### src/rtl/shift_reg_if.sv
// Command/data bundle for shift_reg: load and shift commands, load word, and the
// registered word.
interface shift_reg_if #(
    parameter int WIDTH = 16
) ();
    logic             ld;
    logic             shiftEn;
    logic [WIDTH-1:0] in;
    logic [WIDTH-1:0] out;

    modport master (
        output ld,
        output shiftEn,
        output in,
        input  out
    );

    modport slave (
        input  ld,
        input  shiftEn,
        input  in,
        output out
    );
endinterface

### src/rtl/shift_reg.sv
// Parallel-load register that moves its word one position per enabled clock.
// Define SHIFT_REG_ROTATE_EN to rotate the word; otherwise FILL enters the vacated end.
module shift_reg #(
    parameter int   WIDTH      = 16,
    parameter int   SHIFT_LEFT = 1,
    parameter logic FILL       = 1'b0
) (
    input  logic       clk,
    input  logic       rst,
    shift_reg_if.slave bus
);

    logic [WIDTH-1:0] r_q;
    logic [WIDTH-1:0] w_shifted;
    logic [WIDTH-1:0] w_q_next;
    logic             w_in_bit;

    // Bit that enters the vacated end of the word
    always_comb begin
        w_in_bit = 1'b0;
`ifdef SHIFT_REG_ROTATE_EN
        if (SHIFT_LEFT != 0) begin
            w_in_bit = r_q[WIDTH-1];
        end else begin
            w_in_bit = r_q[0];
        end
`else
        w_in_bit = FILL;
`endif
    end

    // Word moved one position in the configured direction
    always_comb begin
        w_shifted = r_q;
        if (SHIFT_LEFT != 0) begin
            w_shifted = {r_q[WIDTH-2:0], w_in_bit};
        end else begin
            w_shifted = {w_in_bit, r_q[WIDTH-1:1]};
        end
    end

    // Load takes priority over shift; otherwise hold
    always_comb begin
        w_q_next = r_q;
        if (bus.ld) begin
            w_q_next = bus.in;
        end else if (bus.shiftEn) begin
            w_q_next = w_shifted;
        end else begin
            w_q_next = r_q;
        end
    end

    // State register with synchronous clear
    always_ff @(posedge clk) begin
        if (rst) begin
            r_q <= {WIDTH{1'b0}};
        end else begin
            r_q <= w_q_next;
        end
    end

    assign bus.out = r_q;

endmodule

### src/flat_wrapper.sv
// flat-port wrapper written by rule: the top's interface ports become plain ports
module shift_reg_flat 
#(
    parameter int   WIDTH      = 16,
    parameter int   SHIFT_LEFT = 1,
    parameter logic FILL       = 1'b0
)
  (clk, rst, bus_ld, bus_shiftEn, bus_in, bus_out);
  shift_reg_if #(.WIDTH(WIDTH)) bus_i ();
  input  logic clk;
  input  logic rst;
  input wire logic [$bits(bus_i.ld)-1:0] bus_ld;
  input wire logic [$bits(bus_i.shiftEn)-1:0] bus_shiftEn;
  input wire logic [$bits(bus_i.in)-1:0] bus_in;
  output wire logic [$bits(bus_i.out)-1:0] bus_out;
  assign bus_i.ld = bus_ld;
  assign bus_i.shiftEn = bus_shiftEn;
  assign bus_i.in = bus_in;
  assign bus_out = bus_i.out;
  shift_reg #(.WIDTH(WIDTH), .SHIFT_LEFT(SHIFT_LEFT), .FILL(FILL)) u_core (.clk(clk), .rst(rst), .bus(bus_i));
endmodule
### config.mk
export PLATFORM = sky130hd
export DESIGN_NAME = shift_reg_flat
export DESIGN_NICKNAME = d
export VERILOG_FILES = /design/src/rtl/shift_reg_if.sv /design/src/rtl/shift_reg.sv /design/src/flat_wrapper.sv
export SDC_FILE = /design/constraint.sdc
export NUM_CORES = 1
export LEC_CHECK = 0
export CORE_UTILIZATION = 39
export DETAILED_ROUTE_END_ITERATION = 6
export GPL_TIMING_DRIVEN = 0
export PLACE_DENSITY = 0.87
export SLEW_MARGIN = 5
export SYNTH_ARGS = -nofsm -noshare
export SYNTH_HDL_FRONTEND = slang
export SYNTH_SLANG_ARGS = --single-unit
### constraint.sdc
create_clock -name clk -period 1.05 [get_ports clk]
set_clock_uncertainty 0.15 [all_clocks]
set_input_delay 0.21 -clock clk [delete_from_list [all_inputs] [get_ports clk]]
set_output_delay 0.21 -clock clk [all_outputs]
set_load 0.05 [all_outputs]
==> reports/results.txt <==
Number of enable flip-flop cells after synthesis: 0. The endpoint of the worst hold-timing path was u_core.bus.out[0]. For the via count of the first global-routing pass, the log shows 708. End of the worst register-to-register path: u_core.bus.out[6].

At the worst endpoint, the arrival time is 0.81 ns. The worst setup path is captured at an output port. The maximum level of the CTS H-tree was 1; the setup TNS was -1.836 ns.

Along the worst path, the maximum fanout reaches 2. Critical path class: reg -> out. In this run the most critical hold path is launched from bus_shiftEn. Setup repair after global routing could not meet its margin everywhere.

The tools report the cell area after synthesis as 764.5 um2. The tools report the number of vias after detailed routing as 757. The number of different library cells used by synthesis comes to 14. TritonCTS built the clock tree. The all-layer global routing usage was 0.2118; the fraction of layout cells with a size suffix above 1 was 0.5476.

Using the TritonRoute via totals, the vias-per-cell ratio works out to 5.013. The net switching power figure was 0.5379 mW. Summed over all layers, the routed wires come to 2208 um. For this run, the number of Yosys warnings is 0.

For the final weighted congestion of routability-driven global placement, the log shows 0.6955. The measured slew at the worst slew-check pin was 0.4080 ns; the endpoint required time on the critical path was 0.69 ns. The run gives 36 as the number of top-level design ports. For the worst flop-to-flop path, the logic depth is 4.

The logs give 0 for the initial antenna violation count and 10 for the violation count after the first detailed-routing iteration. The final critical delay including setup and external delays is 1.171 ns. The most repeated cell in the gate-level netlist after synthesis was dfxtp_1.

The power density over the cells is 1205 nW/um2, and the port buffer count is 33. After synthesis, the cell types taking the most area are dfxtp_1, mux2i_1, nor2b_1. The final routed DRC violation total came out at 0.

The worst register-to-register path begins at u_core.bus.out[5]. The fraction of synthesis flops using an asynchronous set or reset pin was 0. The final hold violation count is 0. The tightest min-delay check is of the in -> reg type. After filler insertion, the fill cell instance count of the layout stands at 100. The commonest cells after synthesis are dfxtp_1, mux2i_1, nor2b_1. The tools report the CTS buffer count as 3. The worst IR drop on VDD is 0.7905 mV, and the chip width is 46.28 um. The count of nets left with antenna violations once routing finished came out at 0.

The effective utilization at floorplan was 0.4288; the length of the first detailed-routing pass in iterations was 4. Synthesis produced a netlist with a net count of 91. The portion of total power attributed to the clock network was 0.239; the core footprint was 1783 um2. The net count of the finished layout is 147, and the number of rows in the core area is 15. The first global-routing pass estimated 3139 um of wire. The run finished, with violations left. The tools report the half-perimeter wire length of the detailed placement result as 1286 um. The tree is rooted in a clkbuf_4. Setup violations remaining at the end of the flow were counted as 19. The minimum setup slack among reg-to-reg paths is -0.05 ns. The detail-routed net length per standard cell works out to 14.62 um. The post-synthesis cell count was 71; the highest cell delay on the worst timing path was 0.37 ns. Relative to the synthesized area, the layout overhead comes to 86.58%. On the final layout, the worst hold slack is 0.1269 ns.

The smallest setup slack after layout was -0.1211 ns. The synthesis-stage register bit count was 16. Cell internal power was estimated by the tool at 1.180 mW. For the worst-case headroom to the max-slew limit, the log shows 0.7280. The average instance in the mapped netlist occupies 10.77 um2. The count of cells along the worst hold path was 3. The cell depth of the worst setup path was 1. The die outline height is 46.28 um. The number of buffers between clock root and the deepest sink is 2, and the total buffers and inverters traversed by the critical path is 1. Maximum number of pins on one net before global-route repair: 11. The synthesized design spends more area on one cell type than any other, namely dfxtp_1. The sort of element at the start of the critical path is a register. Clock-pin slew was measured on the worst setup and hold paths at 0.10 ns. The final reports fail on negative setup slack. The largest individual stage delay along the critical path comes from the cell dfxtp_2. The logs give 0.409 for the portion of total power attributed to sequential cells and 0.29 ns for the insertion delay of the later-clocked pin in the worst-skew pair. The tools report the sequential area share after synthesis as 0.4190.

The critical path goes through buf_8. The switching power as a share of total power is 0.3130. Summed over all cells, the static leakage comes to 0.6067 nW. The number of flip-flops under the largest register name is 16. The area of the die is 2141 um2. Peak clock frequency supported by timing: 853.9 MHz. The most used flip-flop cell after synthesis was dfxtp_1. For the reported max-cap violation count, the log shows 0. The fraction of post-synthesis cell area in the top cell type by area is 0.4190, and the TritonCTS sink count is 16. For this run the aggregate overflow at the end of global routing stands at 0. Period utilization: 1.115. The number of antenna diodes in the final layout is 0. The run gives 0 as the max-slew violation total from the final report. The count of cells in the finished layout, fillers not included, comes to 151. In this run, placement finished with an instance count of 129.

The part of the total power dissipated in combinational logic was 0.352. The cell family contributing the most delay on the critical path is flip-flops.
-- metal layers --
metal	GRT usage	part of all wire
met5	0	0
met4	0.08824	0.022
met3	0.05098	0.045
met2	0.3718	0.51
met1	0.2417	0.43
-- worst reg2reg max path, delay by kind of cell, from the launching register on --
kind	cells	cell delay, ns
DFF	1	0.34
buffers and inverters	2	0.26
muxes	1	0.16
AOI/OAI and AO/OA	1	0.08
-- cell families (layout without fill, tap and decap cells) --
| family | after synthesis | after routing | share of synthesized area |
|---|---|---|---|
| mux | 15 | 15 | 0.1964 |
| flops | 16 | 16 | 0.4190 |
| buf+inv | 7 | 62 | 0.07201 |
| compound gates | 16 | 16 | 0.1735 |
| simple gates | 17 | 17 | 0.1391 |
-- power by group through the flow --
stage | Clock [mW] | Combinational (mW) | Sequential [mW]
5_1_grt | 0.455 | 0.636 | 0.707
2_1_floorplan | 0 | 0.135 | 0.857
3_3_place_gp | 0 | 0.458 | 0.705
6_report | 0.411 | 0.605 | 0.702
4_1_cts | 0.417 | 0.570 | 0.700
3_5_place_dp | 0 | 0.462 | 0.708
-- layout make-up --
| cell class | count | area, um2 | share of cell area |
|---|---|---|---|
| multi-input cells | 48 | 412.9 | 0.2895 |
| repair buffers | 51 | 540.5 | 0.3789 |
| inverters | 1 | 7.507 | 0.005263 |
| clock buffers | 4 | 36.28 | 0.02544 |
| flip-flops and latches | 16 | 342.8 | 0.2404 |
| well taps | 25 | 31.28 | 0.02193 |
| plain buffers | 6 | 55.05 | 0.03860 |
-- metrics by stage --
step,cell area [um2],utilization,power [mW],worst slack [ns]
after floorplan,784.5,-,0.9922,-0.1373
final,1426,0.8000,1.718,-0.1211
after global routing,1426,0.8000,1.798,-0.1566
after detailed placement,1146,0.6428,1.170,-0.6447
after global placement,1146,0.6428,1.164,-0.6388
after CTS,1365,0.7656,1.688,-0.1224
-- cells in the final DEF (no fill, tap or decap), drive strengths merged --
cell type,Yosys,final
a211oi,15,15
a21oi,1,1
buf,4,39
clkbuf,2,6
clkdlybuf4s50,0,16
clkinvlp,0,1
dfxtp,16,16
mux2i,15,15
nand2,1,1
nor2b,15,15
or3b,1,1
-- worst max-delay path by stage --
| stage | endpoint | slack (ns) | start |
|---|---|---|---|
| 4_1_cts | bus_out[0] | -0.12 | u_core.bus.out[0] |
| 2_1_floorplan | u_core.bus.out[0] | -0.14 | u_core.bus.out[0] |
| 5_1_grt | bus_out[0] | -0.16 | u_core.bus.out[0] |
| 3_5_place_dp | u_core.bus.out[6] | -0.64 | bus_ld |
| 3_3_place_gp | u_core.bus.out[4] | -0.64 | bus_ld |
| 6_report | bus_out[2] | -0.12 | u_core.bus.out[2] |
-- what timing repair did --
action,in CTS,in global routing
endpoints found under the hold margin,0,0
resized for setup,133,9
hold buffers,0,0
buffers inserted,13,5
endpoints found under the setup margin,32,23
pin swaps,1,3
No activity file was read; power rests on OpenSTA's default activity.
